**src/rtl/csz_pkg.sv**
```systemverilog
// Shared parameters and types for the Scytale decryptor.
package csz_pkg;

  localparam int unsigned D_WIDTH       = 8;
  localparam int unsigned KEY_WIDTH     = 8;
  localparam int unsigned MAX_NOF_CHARS = 50;
  localparam logic [D_WIDTH-1:0] START_DECRYPTION_TOKEN = 8'hFA;

  typedef enum logic [1:0] {
    IDLE,
    DECRYPT,
    DONE
  } state_e;

endpackage

```
**src/rtl/scytale_decryption_if.sv**
```systemverilog
// Stream/key/status bundle of the Scytale decryptor.
interface scytale_decryption_if;
  import csz_pkg::*;

  logic [D_WIDTH-1:0]   data_i;
  logic                 valid_i;
  logic [KEY_WIDTH-1:0] key_N;
  logic [KEY_WIDTH-1:0] key_M;
  logic                 busy;
  logic [D_WIDTH-1:0]   data_o;
  logic                 valid_o;

  // Producer side: drives ciphertext and keys.
  modport master (
    output data_i, valid_i, key_N, key_M,
    input  busy, data_o, valid_o
  );

  // Decryptor side.
  modport slave (
    input  data_i, valid_i, key_N, key_M,
    output busy, data_o, valid_o
  );

endinterface

```
**src/rtl/scytale_decryption_division.sv**
```systemverilog
// Combinational unsigned divider: Q = N / D, R = N % D.
module division
  import csz_pkg::*;
(
  input  logic [D_WIDTH-1:0] N,
  input  logic [D_WIDTH-1:0] D,
  output logic [D_WIDTH-1:0] Q,
  output logic [D_WIDTH-1:0] R
);

  // Divide-by-zero yields all-ones quotient and passes N through as remainder.
  always_comb begin
    Q = '1;
    R = N;
    if (D != '0) begin
      Q = N / D;
      R = N % D;
    end
  end

endmodule

```
**src/rtl/scytale_decryption.sv**
```systemverilog
// Scytale decryptor: buffers ciphertext until the start token, then emits one
// plaintext character per clock, reading buf[(j % M) * N + j / M].
module scytale_decryption
  import csz_pkg::*;
(
  input  logic                 clk,
  input  logic                 rst_n,
  scytale_decryption_if.slave  bus
);

  localparam int unsigned IdxW  = $clog2(MAX_NOF_CHARS + 1);
  localparam int unsigned ProdW = D_WIDTH + KEY_WIDTH;

  state_e               state_q, state_d;
  logic [IdxW-1:0]      count_q, count_d;
  logic [IdxW-1:0]      j_q, j_d;
  logic [KEY_WIDTH-1:0] key_n_q, key_m_q;
  logic                 busy_q, busy_d;
  logic                 valid_q, valid_d;
  logic [D_WIDTH-1:0]   data_q, data_d;
  logic                 mem_we;
  logic                 key_load;

  logic [D_WIDTH-1:0]   mem_q [MAX_NOF_CHARS];

  logic [D_WIDTH-1:0]   div_n;
  logic [D_WIDTH-1:0]   quo, rem;
  logic [IdxW-1:0]      src;

  assign div_n = D_WIDTH'(j_q);

  division u_division (
    .N (div_n),
    .D (key_m_q),
    .Q (quo),
    .R (rem)
  );

  // Full-width product, then truncated to the buffer index width.
  assign src = IdxW'(ProdW'(rem) * ProdW'(key_n_q) + ProdW'(quo));

  // Next-state, counters and output values.
  always_comb begin
    state_d  = state_q;
    count_d  = count_q;
    j_d      = j_q;
    busy_d   = busy_q;
    valid_d  = 1'b0;
    data_d   = data_q;
    mem_we   = 1'b0;
    key_load = 1'b0;
    unique case (state_q)
      IDLE: begin
        if (bus.valid_i) begin
          if (bus.data_i == START_DECRYPTION_TOKEN) begin
            key_load = 1'b1;
            busy_d   = 1'b1;
            j_d      = '0;
            // Nothing to emit: spend a single busy cycle in DONE.
            if (count_q == '0 || bus.key_M == '0) begin
              state_d = DONE;
            end else begin
              state_d = DECRYPT;
            end
          end else if (count_q < IdxW'(MAX_NOF_CHARS)) begin
            mem_we  = 1'b1;
            count_d = count_q + 1'b1;
          end
        end
      end
      DECRYPT: begin
        valid_d = 1'b1;
        data_d  = (src < count_q) ? mem_q[src] : '0;
        j_d     = j_q + 1'b1;
        if (j_q == count_q - 1'b1) begin
          state_d = DONE;
        end
      end
      DONE: begin
        busy_d  = 1'b0;
        count_d = '0;
        j_d     = '0;
        state_d = IDLE;
      end
      default: state_d = IDLE;
    endcase
  end

  // FSM, counters, sampled keys and registered outputs.
  always_ff @(posedge clk or negedge rst_n) begin
    if (!rst_n) begin
      state_q <= IDLE;
      count_q <= '0;
      j_q     <= '0;
      key_n_q <= '0;
      key_m_q <= '0;
      busy_q  <= 1'b0;
      valid_q <= 1'b0;
      data_q  <= '0;
    end else begin
      state_q <= state_d;
      count_q <= count_d;
      j_q     <= j_d;
      busy_q  <= busy_d;
      valid_q <= valid_d;
      data_q  <= data_d;
      if (key_load) begin
        key_n_q <= bus.key_N;
        key_m_q <= bus.key_M;
      end
    end
  end

  // Character buffer; contents survive reset.
  always_ff @(posedge clk) begin
    if (mem_we) begin
      mem_q[count_q] <= bus.data_i;
    end
  end

  assign bus.busy    = busy_q;
  assign bus.valid_o = valid_q;
  assign bus.data_o  = data_q;

endmodule

```
**src/flat_wrapper.sv**
```systemverilog
// flat-port wrapper written by rule: the top's interface ports become plain ports
module scytale_decryption_flat import csz_pkg::*;
  (clk, rst_n, bus_data_i, bus_valid_i, bus_key_N, bus_key_M, bus_busy, bus_data_o, bus_valid_o);
  scytale_decryption_if bus_i ();
  input  logic clk;
  input  logic rst_n;
  input wire logic [$bits(bus_i.data_i)-1:0] bus_data_i;
  input wire logic [$bits(bus_i.valid_i)-1:0] bus_valid_i;
  input wire logic [$bits(bus_i.key_N)-1:0] bus_key_N;
  input wire logic [$bits(bus_i.key_M)-1:0] bus_key_M;
  output wire logic [$bits(bus_i.busy)-1:0] bus_busy;
  output wire logic [$bits(bus_i.data_o)-1:0] bus_data_o;
  output wire logic [$bits(bus_i.valid_o)-1:0] bus_valid_o;
  assign bus_i.data_i = bus_data_i;
  assign bus_i.valid_i = bus_valid_i;
  assign bus_i.key_N = bus_key_N;
  assign bus_i.key_M = bus_key_M;
  assign bus_busy = bus_i.busy;
  assign bus_data_o = bus_i.data_o;
  assign bus_valid_o = bus_i.valid_o;
  scytale_decryption u_core (.clk(clk), .rst_n(rst_n), .bus(bus_i));
endmodule
```
**config.mk**
```make
export PLATFORM = sky130hd
export DESIGN_NAME = scytale_decryption_flat
export DESIGN_NICKNAME = d
export VERILOG_FILES = /design/src/rtl/csz_pkg.sv /design/src/rtl/scytale_decryption_if.sv /design/src/rtl/scytale_decryption_division.sv /design/src/rtl/scytale_decryption.sv /design/src/flat_wrapper.sv
export SDC_FILE = /design/constraint.sdc
export NUM_CORES = 1
export LEC_CHECK = 0
export CAP_MARGIN = 20
export CORE_ASPECT_RATIO = 0.9
export CORE_MARGIN = 2
export CORE_UTILIZATION = 38
export DETAILED_ROUTE_END_ITERATION = 16
export GPL_ROUTABILITY_DRIVEN = 0
export PLACE_DENSITY_LB_ADDON = 0.12
export SLEW_MARGIN = 20
export SYNTH_ARGS = -nofsm -noshare
export SYNTH_HDL_FRONTEND = slang
export SYNTH_SLANG_ARGS = --single-unit
```
**constraint.sdc**
```tcl
create_clock -name clk -period 14.5 [get_ports clk]
set_input_delay 2.175 -clock clk [delete_from_list [all_inputs] [get_ports clk]]
set_output_delay 2.175 -clock clk [all_outputs]
set_load 0.005 [all_outputs]
```
* After elaboration in Yosys (flattened, before gate mapping)
Memories as Yosys holds them, arrays and structs flattened.
Index checks and enable logic that the tools add are counted.
** Operators by class
- $add $sub $neg :: 4
- Multiply operators :: 1
- Divide/modulo/power cells :: 2
- Order comparisons :: 2
- Equality and inequality tests :: 9
- Mux-type cells :: 28
- Reduce and logical (&&, ||, !) cells :: 11
** Operators with widths (count)
- 6-bit two-way mux :: 6
- 6-bit one-hot mux with 3 select lines :: 1
- 8-bit two-way mux :: 2
- 6-bit by 1-bit adder with 6-bit output, second input constant :: 2
- 1-bit two-way mux :: 12
- 6-bit one-hot mux with 2 select lines :: 1
- 3-bit AND reduction :: 3
- 6-bit by 8-bit divider with 8-bit output :: 1
- 8-bit equality test, second input constant :: 1
- 8-bit zero test :: 1
- 6-bit by 8-bit modulo with 8-bit output :: 1
- 8-bit by 8-bit multiplier with 6-bit output :: 1
- 2-bit two-way mux :: 4
- 8-bit nonzero test :: 1
- 6-bit adder :: 1
- 6-bit equality test :: 1
- 6-bit zero test :: 1
- 6-bit less-than comparator :: 1
- 6-bit less-than comparator, second input constant :: 1
- 2-bit by 1-bit != test with 1-bit output, second input constant :: 3
- 6-bit by 1-bit subtractor with 6-bit output, second input constant :: 1
- 2-bit != test, second input constant :: 2
- 2-bit one-hot mux with 2 select lines :: 1
- 4-bit AND reduction :: 1
- other kinds (7) :: 7
** Storage, ports and cells
- Register bits after elaboration :: 40
- Memory bits (writable) :: 400
- Input port bits :: 27
- Output and inout port bits :: 10
- Logic and storage cells :: 66
- Memories kept :: 1
** Memory list
- u_core.mem_q :: depth 50, width 8, read ports 1, clocked after memory_dff 0, write ports 1, line scytale_decryption.sv:24 : logic [D_WIDTH-1:0] mem_q [MAX_NOF_CHARS];

* Longest topological paths before layout
Gate-level depths: netlist of the first run.
- Word-level depth :: 7
- Gate-level depth with buffers :: 69
- Depth with buffers taken out :: 64

* By module
From an unflattened synthesis of the first run, not the netlist that was laid out.
** Unflattened totals
- Cells, all modules :: 1299
- Area, all modules :: 20414.6 µm²
** By module, submodules not included
- scytale_decryption :: times used 1, cells an instance 995, area an instance 18300.1 µm²
- division :: times used 1, cells an instance 304, area an instance 2114.5 µm²

* Least setup slack after synthesis of the first run
No wires, ideal clock.
- Kind :: flip-flop to flip-flop
- Start :: register u_core.key_m_q[0]
- End :: register u_core.data_q[3] (netlist: u_core.bus.data_o[3])
- Arrival :: 13741 ps
- Slack :: 678 ps
- Stages on the path, launching flop included :: 61
- Buffers on the path :: 5
- Clock period less this slack :: 13822 ps
- Cell sequence :: dfrtp_1 -> inv_1 -> ha_1 -> o211a_1 -> o311a_1 -> mux2_2 -> ha_1 -> a21o_1 -> o211ai_2 -> and2_1 -> clkbuf_1 -> mux2_2 -> ha_1 -> o2111ai_1 -> a21oi_2 -> a21oi_1 -> ha_1 -> or3b_1 -> (+25 left out) -> fa_1 -> inv_1 -> ha_1 -> a21oi_1 -> xnor2_1 -> xnor2_1 -> xnor2_1 -> xnor2_1 -> xnor3_1 -> buf_6 -> xnor2_4 -> ha_1 -> a211oi_1 -> clkbuf_1 -> o211ai_1 -> nor3_1 -> mux2i_1 -> o211ai_2
** Between the ends
- Longest elaborated chain between the ends :: 6
- Elaborated cells between the ends (all ways) :: 10
- Those cells by class :: add/sub: 1; mul: 1; div: 2; order compare: 1; mux: 3; reduce/logical: 1; memory: 1
** RTL lines
- from (decl) :: line scytale_decryption.sv:17 : logic [KEY_WIDTH-1:0] key_n_q, key_m_q;
- from (signal assigned) :: line scytale_decryption.sv:109 : key_m_q <= bus.key_M;
- 6-bit by 8-bit modulo with 8-bit output or 8-bit nonzero test (tied branches) :: line scytale_decryption_division.sv:17, scytale_decryption_division.sv:15
- 8-bit two-way mux :: line scytale_decryption_division.sv:15 : if (D != '0) begin
- 8-bit by 8-bit multiplier with 6-bit output :: line scytale_decryption.sv:40 : assign src = IdxW'(ProdW'(rem) * ProdW'(key_n_q) + ProdW'(quo));
- 6-bit adder (*) :: line scytale_decryption.sv:40
- memory read 50 x 8 bit or 6-bit less-than comparator (tied branches)
- 8-bit two-way mux (*) :: line scytale_decryption.sv:73 : data_d = (src < count_q) ? mem_q[src] : '0;
- to (signal assigned) :: line scytale_decryption.sv:106 : data_q <= data_d;
- to (decl) :: line scytale_decryption.sv:20 : logic [D_WIDTH-1:0] data_q, data_d;
Every way passes the cells marked *; elsewhere a longest branch is shown, timed or not.
A chain may end at the register's enable or synchronous reset.

* Worst setup path after layout of the first run
- Start :: register u_core.key_m_q[0]
- End :: register u_core.data_q[6] (netlist: u_core.bus.data_o[6])
The elaborated chain is that of the path after synthesis.

==> results summary, run 1 <==
The count of antenna-violating nets left after detailed routing is 0. The largest net degree at the start of global routing came out at 52. The per-cell via count in the routed design is 5.34. The number of max-cap violations came out at 0. The critical path in this run is classified as reg -> reg. The setup check on the worst reg-to-reg path leaves a slack of 790 ps.

The number of stages on the worst setup path came out at 62. The post-layout instance count excluding filler cells is 2007. The final clock period utilization by the worst path is 94.6%.

The ratio of cells with drive above 1 in the final layout is 24.1%. For the pin with the worst max-slew slack, the measured transition is 980 ps. After floorplanning, the core was divided into 80 placement rows. The total of warnings raised by yosys came out at 0. The total global-route track usage is 17.9%. The hold violation total from the final report came to 0.

The initial antenna violation count came out at 1. In this run the number of H-tree levels came out at 2. The flow ran to the end, and the final reports show no timing, DRC or antenna violations. The number of iterations in the first detailed-routing pass is 5. The net count of the finished layout came out at 1370. The total area of multi-input combinational cells is 0.00693 mm². In this run the critical register-to-register path is captured at u_core.bus.data_o[6]$_DFFE_PN0P_. The number of sinks handled by clock tree synthesis is 438. The initial cell density of the core is 38.2%.

The die span in y came out at 223 µm. The first-pass GRT wire length is 72200 µm. Clock-pin slew was measured on the worst setup and hold paths at 60 ps. After synthesis, flip-flops and latches occupy 64.3% of the total area.

The max-slew violation total from the final report is 0. The number of buffers and inverters on the critical path is 10. TritonCTS built the clock tree.

Global routing finished with a remaining overflow of 0. The fraction of registers with async set or reset after synthesis is 8.68%. The worst setup path is launched from a flop. The DRC violations left came out at 0.

Static timing analysis puts the maximum clock frequency at 72.9 MHz. The path class of the tightest hold or removal check is reg -> reg. The time the final worst path needs with I/O delays and setup came out at 13710 ps. From synthesis to final layout, the design area changed by 14.1%. The maximum single-stage delay on the critical path is 530 ps. The routed wirelength normalized by instance count is 23.9 µm. The number of register bits inferred by synthesis is 438.

The die covers 0.0549 mm². The path with the worst hold slack has its endpoint at u_core.bus.data_o[4]$_DFFE_PN0P_. On the final layout, the worst clock skew is 14.9 ps.

The top-level I/O count came out at 37. The number of cells traversed by the worst hold path is 2. The data arrival time of the critical path came out at 14220 ps. The routed via count came out at 10722. The routed wire length came out at 48000 µm. Hold timing on the final database bottoms out at a slack of 501 ps. The data required time of the critical path is 15000 ps. The via count of the first global-routing pass is 11017.

In this run, post-CTS hold repair placed 0 buffers. The largest individual stage delay along the critical path comes from the cell sky130_fd_sc_hd__fa_1. The horizontal die dimension came out at 247 µm.

The clock latency at the later pin of the worst-skew pair is 580 ps. The headroom to the max-slew limit is 34.4%. The worst setup path is captured at a flop.

The cell depth of the worst flop-to-flop path came out at 62. The number of flops mapped to enable cells by yosys came out at 400. The number of buffers on the longest clock path is 3. Clock tree synthesis inserted a total of 46 buffers. In the synthesized netlist the dominant register cell turns out to be sky130_fd_sc_hd__edfxtp_1. The kind of cell with the highest combined delay along the critical path is adder cells. The synthesized instance count is 1197.

The count of unique library cells instantiated by Yosys is 77. The total of endpoints with negative setup slack in the final report came out at 0. The worst register-to-register path begins at u_core.key_m_q[0]$_DFFE_PN0P_. Each instance of the synthesized netlist takes up on average 16.8 µm². The most numerous cell type found on the critical path is sky130_fd_sc_hd__ha_1. The critical hold path startpoint is u_core.bus.data_o[4]$_DFFE_PN0P_. The count of fill cells added during filler insertion came out at 4614.

The worst-path maximum fanout came out at 16. The cell total after placement is 1909. The total area of sequential cells came out at 0.0130 mm². The cell sitting at the root of the clock tree is a sky130_fd_sc_hd__clkbuf_16. During placement, the flow inserted port buffers numbering 34. The DRC marker count from the first detailed-route iteration came out at 790. The final HPWL from detailed placement came out at 30700 µm. The placeable core area is 0.0528 mm². The area of the mapped netlist is 0.0202 mm².
==> per-layer routing <==
metal	wire, µm	vias to the layer above	global-route usage [%]	part of all wire, %
li1	-	4893	-	-
met1	21800	5542	25.7	46
met2	22700	213	28.0	47
met3	2090	74	2.78	4.4
met4	1400	0	6.06	2.9
met5	0	-	0	0
==> cells in the final DEF (no fill, tap or decap), types with 4 or more instances in the layout <==
cell type,count
sky130_fd_sc_hd__a21o_1,16
sky130_fd_sc_hd__a21oi_1,27
sky130_fd_sc_hd__a21oi_2,7
sky130_fd_sc_hd__a31oi_1,4
sky130_fd_sc_hd__and2_1,15
sky130_fd_sc_hd__and3_1,4
sky130_fd_sc_hd__buf_2,9
sky130_fd_sc_hd__buf_4,46
sky130_fd_sc_hd__clkbuf_1,16
sky130_fd_sc_hd__clkbuf_16,46
sky130_fd_sc_hd__clkdlybuf4s50_1,25
sky130_fd_sc_hd__clkinv_1,9
sky130_fd_sc_hd__dfrtp_1,37
sky130_fd_sc_hd__edfxtp_1,400
sky130_fd_sc_hd__fa_1,8
sky130_fd_sc_hd__ha_1,57
sky130_fd_sc_hd__inv_1,41
sky130_fd_sc_hd__mux2_2,28
sky130_fd_sc_hd__mux2i_1,21
sky130_fd_sc_hd__mux4_2,120
sky130_fd_sc_hd__nand2_1,57
sky130_fd_sc_hd__nand2b_1,7
sky130_fd_sc_hd__nand3_1,21
sky130_fd_sc_hd__nand4_1,4
sky130_fd_sc_hd__nor2_1,87
sky130_fd_sc_hd__nor2b_1,4
sky130_fd_sc_hd__nor3_1,16
sky130_fd_sc_hd__nor4_1,6
sky130_fd_sc_hd__o211ai_1,13
sky130_fd_sc_hd__o211ai_2,9
sky130_fd_sc_hd__o21a_1,5
sky130_fd_sc_hd__o21ai_0,18
sky130_fd_sc_hd__or3_1,5
sky130_fd_sc_hd__xnor2_1,23
sky130_fd_sc_hd__xor2_1,13
==> timing repair <==
item,4_1_cts,5_1_grt
endpoints found under the hold margin,0,0
setup buffers,0,15
resized for setup,1,19
pin swaps,0,7
setup endpoints to repair,4,8
==> state kept, by name (all words and copies together) (netlist names) <==
| name | flops |
|---|---|
| u_core.bus.valid_o | 1 |
| u_core.key_n_q | 6 |
| u_core.bus.busy | 1 |
| u_core.state_q | 2 |
| u_core.j_q | 6 |
| u_core.key_m_q | 8 |
| u_core.mem_q | 400 |
| u_core.count_q | 6 |
| u_core.bus.data_o | 8 |
==> logic make-up (layout without fill, tap and decap cells) <==
kind of cell | Yosys count | after routing | share of synthesized area [%]
AOI/OAI and AO/OA | 136 | 136 | 5.30
buffers and inverters | 97 | 208 | 1.96
adders and majority gates | 67 | 67 | 4.46
and+or+nand+nor | 246 | 246 | 5.88
muxes | 172 | 172 | 16.2
DFF | 438 | 438 | 64.3
xor gates and xnor gates | 40 | 40 | 1.90
other | 1 | 3 | 0.0186
==> through the flow <==
step                setup WS [ps]  setup TNS (ps)  util [%]  cell area [µm²]
floorplan                     678               0         -            20200
global placement             46.3               0      40.6            21400
detailed placement           18.5               0      40.6            21400
CTS                          50.1               0      43.2            22800
global route                -18.4           -33.3      43.6            23000
finish                        786               0      43.6            23000
==> worst max-delay path by stage <==
stage	from	to	slack, ps
2_1_floorplan	u_core.key_m_q[0]$_DFFE_PN0P_	u_core.bus.data_o[3]$_DFFE_PN0P_	680
3_3_place_gp	u_core.key_m_q[0]$_DFFE_PN0P_	u_core.bus.data_o[0]$_DFFE_PN0P_	50
3_5_place_dp	u_core.key_m_q[0]$_DFFE_PN0P_	u_core.bus.data_o[6]$_DFFE_PN0P_	20
4_1_cts	u_core.key_m_q[0]$_DFFE_PN0P_	u_core.bus.data_o[0]$_DFFE_PN0P_	50
5_1_grt	u_core.key_m_q[0]$_DFFE_PN0P_	u_core.bus.data_o[0]$_DFFE_PN0P_	-20
6_report	u_core.key_m_q[0]$_DFFE_PN0P_	u_core.bus.data_o[6]$_DFFE_PN0P_	790
==> area by class of cell <==
type	instances	area share [%]
repair buffers	83	3.01
clock buffers	62	5.27
well taps	697	3.79
clock inverters	19	0.696
diodes	1	0.0109
inverters	44	0.718
flip-flops and latches	438	56.4
multi-input cells	663	30.1
==> tightest hold or removal path: cells and delay by family (launching register included) <==
kind / cells / cell delay, ps
flip-flops: 1 / 340
AO/OA/AOI/OAI: 1 / 70
AND/OR/NAND/NOR: 1 / 60
==> synth_stat cells, drive strengths merged (8+ instances only) <==
| master | n | share of area (%) |
|---|---|---|
| a21o | 16 | 0.60 |
| fa | 8 | 0.79 |
| inv | 43 | 0.80 |
| o211ai | 22 | 1.0 |
| mux2 | 28 | 1.6 |
| edfxtp | 400 | 60 |
| clkbuf | 40 | 0.74 |
| nand3 | 22 | 0.57 |
| mux4 | 120 | 13 |
| xnor2 | 25 | 1.2 |
| nor3 | 19 | 0.55 |
| ha | 59 | 3.7 |
| buf | 13 | 0.39 |
| xor2 | 14 | 0.61 |
| dfrtp | 38 | 4.7 |
| nand2 | 58 | 1.1 |
| o21ai | 22 | 0.55 |
| mux2i | 24 | 1.2 |
| and2 | 16 | 0.50 |
| a21oi | 35 | 0.98 |
| nor2 | 89 | 1.7 |
Power of run 1 is not shown: default switching activity piles up to over one toggle a cycle in this logic, so the estimate is an artifact.
==> run 2, diff against run 1 <==
--- a/config.mk
+++ b/config.mk
@@ -11,5 +11,4 @@
 export CORE_UTILIZATION = 38
 export DETAILED_ROUTE_END_ITERATION = 16
-export GPL_ROUTABILITY_DRIVEN = 0
 export PLACE_DENSITY_LB_ADDON = 0.12
 export SLEW_MARGIN = 20
==> constraint.sdc (replaced) <==
create_clock -name clk -period 14.5 [get_ports clk]
set_input_delay 2.175 -clock clk [delete_from_list [all_inputs] [get_ports clk]]
set_output_delay 2.175 -clock clk [all_outputs]
set_load 0.05 [all_outputs]
==> results of run 2 <==
The final DEF is identical to that of run 1; final timing and power are the same.
Power of run 2 is left out for the same reason.
==> run 3, diff against run 2 <==
SYNTH_HIERARCHICAL = 1   (was unset)
clock period = 17.5 ns   (was 14.5 ns; I/O delays follow)
==> run 3 against run 2 <==
Critical path depth shrank 2. Largest cell class unchanged. Final area increased by 0.58%. Via count up 6.2%. Clock-buffer cell count is 9 lower. Synthesized cell count grew 7.2%. Global-route usage rose by 0.43 points.
==> results summary, run 3 <==
Wire segments on met3 add up to 2200 µm in the final route. The routed via count is 11383. The time the final worst path needs with I/O delays and setup is 16080 ps. The horizontal die dimension is 248 µm. The hold violation total from the final report is 0. The headroom to the max-slew limit came out at 27.4%.

The ratio of cells with drive above 1 in the final layout came out at 19.6%. The data arrival time of the critical path came out at 16600 ps. The element type at the critical path end is a flop. The final clock period utilization by the worst path is 91.9%. The cell depth of the worst flop-to-flop path is 60. The data required time of the critical path is 18010 ps. The final cell area excluding filler cells is 0.0231 mm². Counting flops per register, the top entry is u_core/mem_q. The die span in y is 223 µm. The worst-path maximum fanout came out at 12. The net count of the finished layout is 1445. The total global-route track usage came out at 18.4%.

At the placement stage, the worst setup path has a slack of 1620 ps. TritonCTS built the clock tree. For this block, the initial DRC count from the detailed router was 915. For the worst-skew pair, the clock arrives at the later sink with an insertion delay of 600 ps.

The core region is 0.0530 mm². The number of buffers created by CTS came out at 47. The top-level I/O count came out at 37. The via count of the first global-routing pass came out at 11391. Derived from the worst setup path, the maximum achievable clock frequency is 62.2 MHz. The max-slew violation total from the final report came to 0.

The most frequent standard cell in the layout excluding fill and tap cells is sky130_fd_sc_hd__edfxtp_1. Setup repair after global routing left no endpoint under its margin. The final HPWL from detailed placement is 31800 µm. The total area of multi-input combinational cells came out at 0.00700 mm². The synthesized instance count is 1283. The per-cell via count in the routed design came out at 5.47.

The count of antenna-violating nets left after detailed routing came out at 0. The area of the mapped netlist came out at 0.0203 mm². The floorplan step defined a die boundary enclosing 0.0553 mm². The initial antenna violation count is 0. The floorplan has 80 rows. In this run the register-to-register setup slack is 1420 ps. The count of fill cells added during filler insertion came out at 4653. The register with the most flip-flops in the layout has 400 of them. The instance area after placement came out at 0.0215 mm². Routed signal wires occupy layers up through met4.

The kind of path behind the tightest hold check is reg -> reg. During synthesis, Yosys emitted a total of 6 warnings. The initial cell density of the core is 38.4%. The critical path's most frequent cell is sky130_fd_sc_hd__ha_1.

The routability congestion estimate came out at 0.811. The number of antenna diodes in the final layout is 0. Post-CTS repair changed the size of 0 cells. The number of max-cap violations came out at 0. The total of endpoints with negative setup slack in the final report is 0. The largest single stage delay on the critical path is 720 ps.

The register clock-pin slew on the reported worst setup and hold paths is 60 ps. The routed wire length is 49500 µm. The cell sitting at the root of the clock tree is a sky130_fd_sc_hd__clkbuf_16.

The run finished with clean final reports. The clock passes through at most 3 buffers. The first global-routing pass estimated 74800 µm of wire.

The DRC violations left came out at 0. The final worst clock skew came out at 19.6 ps. The transition time at the pin with the least slew margin came out at 1090 ps. The length of routed wiring on met1 is 23800 µm. The deepest level of the CTS H-tree came out at 2. The classification of the worst setup path is reg -> reg. Buffers placed on the I/O ports in this run total 34. The synthesis-to-finish area growth is 13.8%.

The total negative setup slack is 0 ps. The number of iterations in the first detailed-routing pass came out at 6. The mean instance size in the synthesized netlist is 15.8 µm². In this run, post-CTS hold repair placed 0 buffers.

Entering global routing, the biggest net connects 53 pins. The total area of sequential cells came out at 0.0130 mm². The routed wire length on met2 is 22600 µm. The number of sinks handled by clock tree synthesis is 438. The number of setup buffers added after CTS is 0. Dividing the detail-routed wire length by the instance count gives 23.8 µm. The number of cells traversed by the worst hold path is 1.

In the layout the commonest cells are 400 x sky130_fd_sc_hd__edfxtp_1, 102 x sky130_fd_sc_hd__nor2_1, 96 x sky130_fd_sc_hd__mux4_2. The worst hold-check slack is 531 ps. The worst path meets setup with 1420 ps of slack.

After global routing the overflow that remains totals 0. Among all stages on the critical path, the largest delay is contributed by sky130_fd_sc_hd__a21oi_1. The worst setup path is launched from a flop.
-- run 3: critical path: cells and delay by family, from the launching register on --
family	cells	cell delay, ps
flip-flops	1	470
buffers and inverters	5	710
AND/OR/NAND/NOR	12	2520
multiplexers	2	770
AO/OA/AOI/OAI	28	7080
adder cells (fa/ha/maj)	13	4450
-- run 3: worst paths after layout --
kind / end / startpoint
max: u_core/bus.data_o[0]$_DFFE_PN0P_ / u_core/key_m_q[1]$_DFFE_PN0P_
min: u_core/bus.data_o[1]$_DFFE_PN0P_ / u_core/bus.data_o[1]$_DFFE_PN0P_
max in group asynchronous: u_core/bus.data_o[2]$_DFFE_PN0P_ / rst_n
min in group asynchronous: u_core/key_n_q[5]$_DFFE_PN0P_ / rst_n
max reg2reg: u_core/bus.data_o[0]$_DFFE_PN0P_ / u_core/key_m_q[1]$_DFFE_PN0P_
min reg2reg: u_core/bus.data_o[1]$_DFFE_PN0P_ / u_core/bus.data_o[1]$_DFFE_PN0P_
-- run 3: cell type report --
type                            instances  share of cell area [%]
Sequential cell                       438                    56.0
Multi-Input combinational cell        746                    30.2
Clock buffer                           53                    5.27
Tap cell                              697                    3.77
Timing Repair Buffer                   64                    2.26
Clock inverter                         33                    1.58
Inverter                               51                   0.828
-- run 3: per-stage QoR --
stage	std cells	util, %
6_report	2082	43.7
5_1_grt	2082	43.7
4_1_cts	2080	43.7
3_5_place_dp	1994	40.7
3_3_place_gp	1994	40.7
2_1_floorplan	1290	-
-- run 3: per-layer routing --
layer,vias to the layer above,track usage (%)
li1,5178,-
met1,5886,27.1
met2,261,28.4
met3,58,2.97
met4,0,4.35
met5,-,0
Power of run 3 is left out for the same reason.
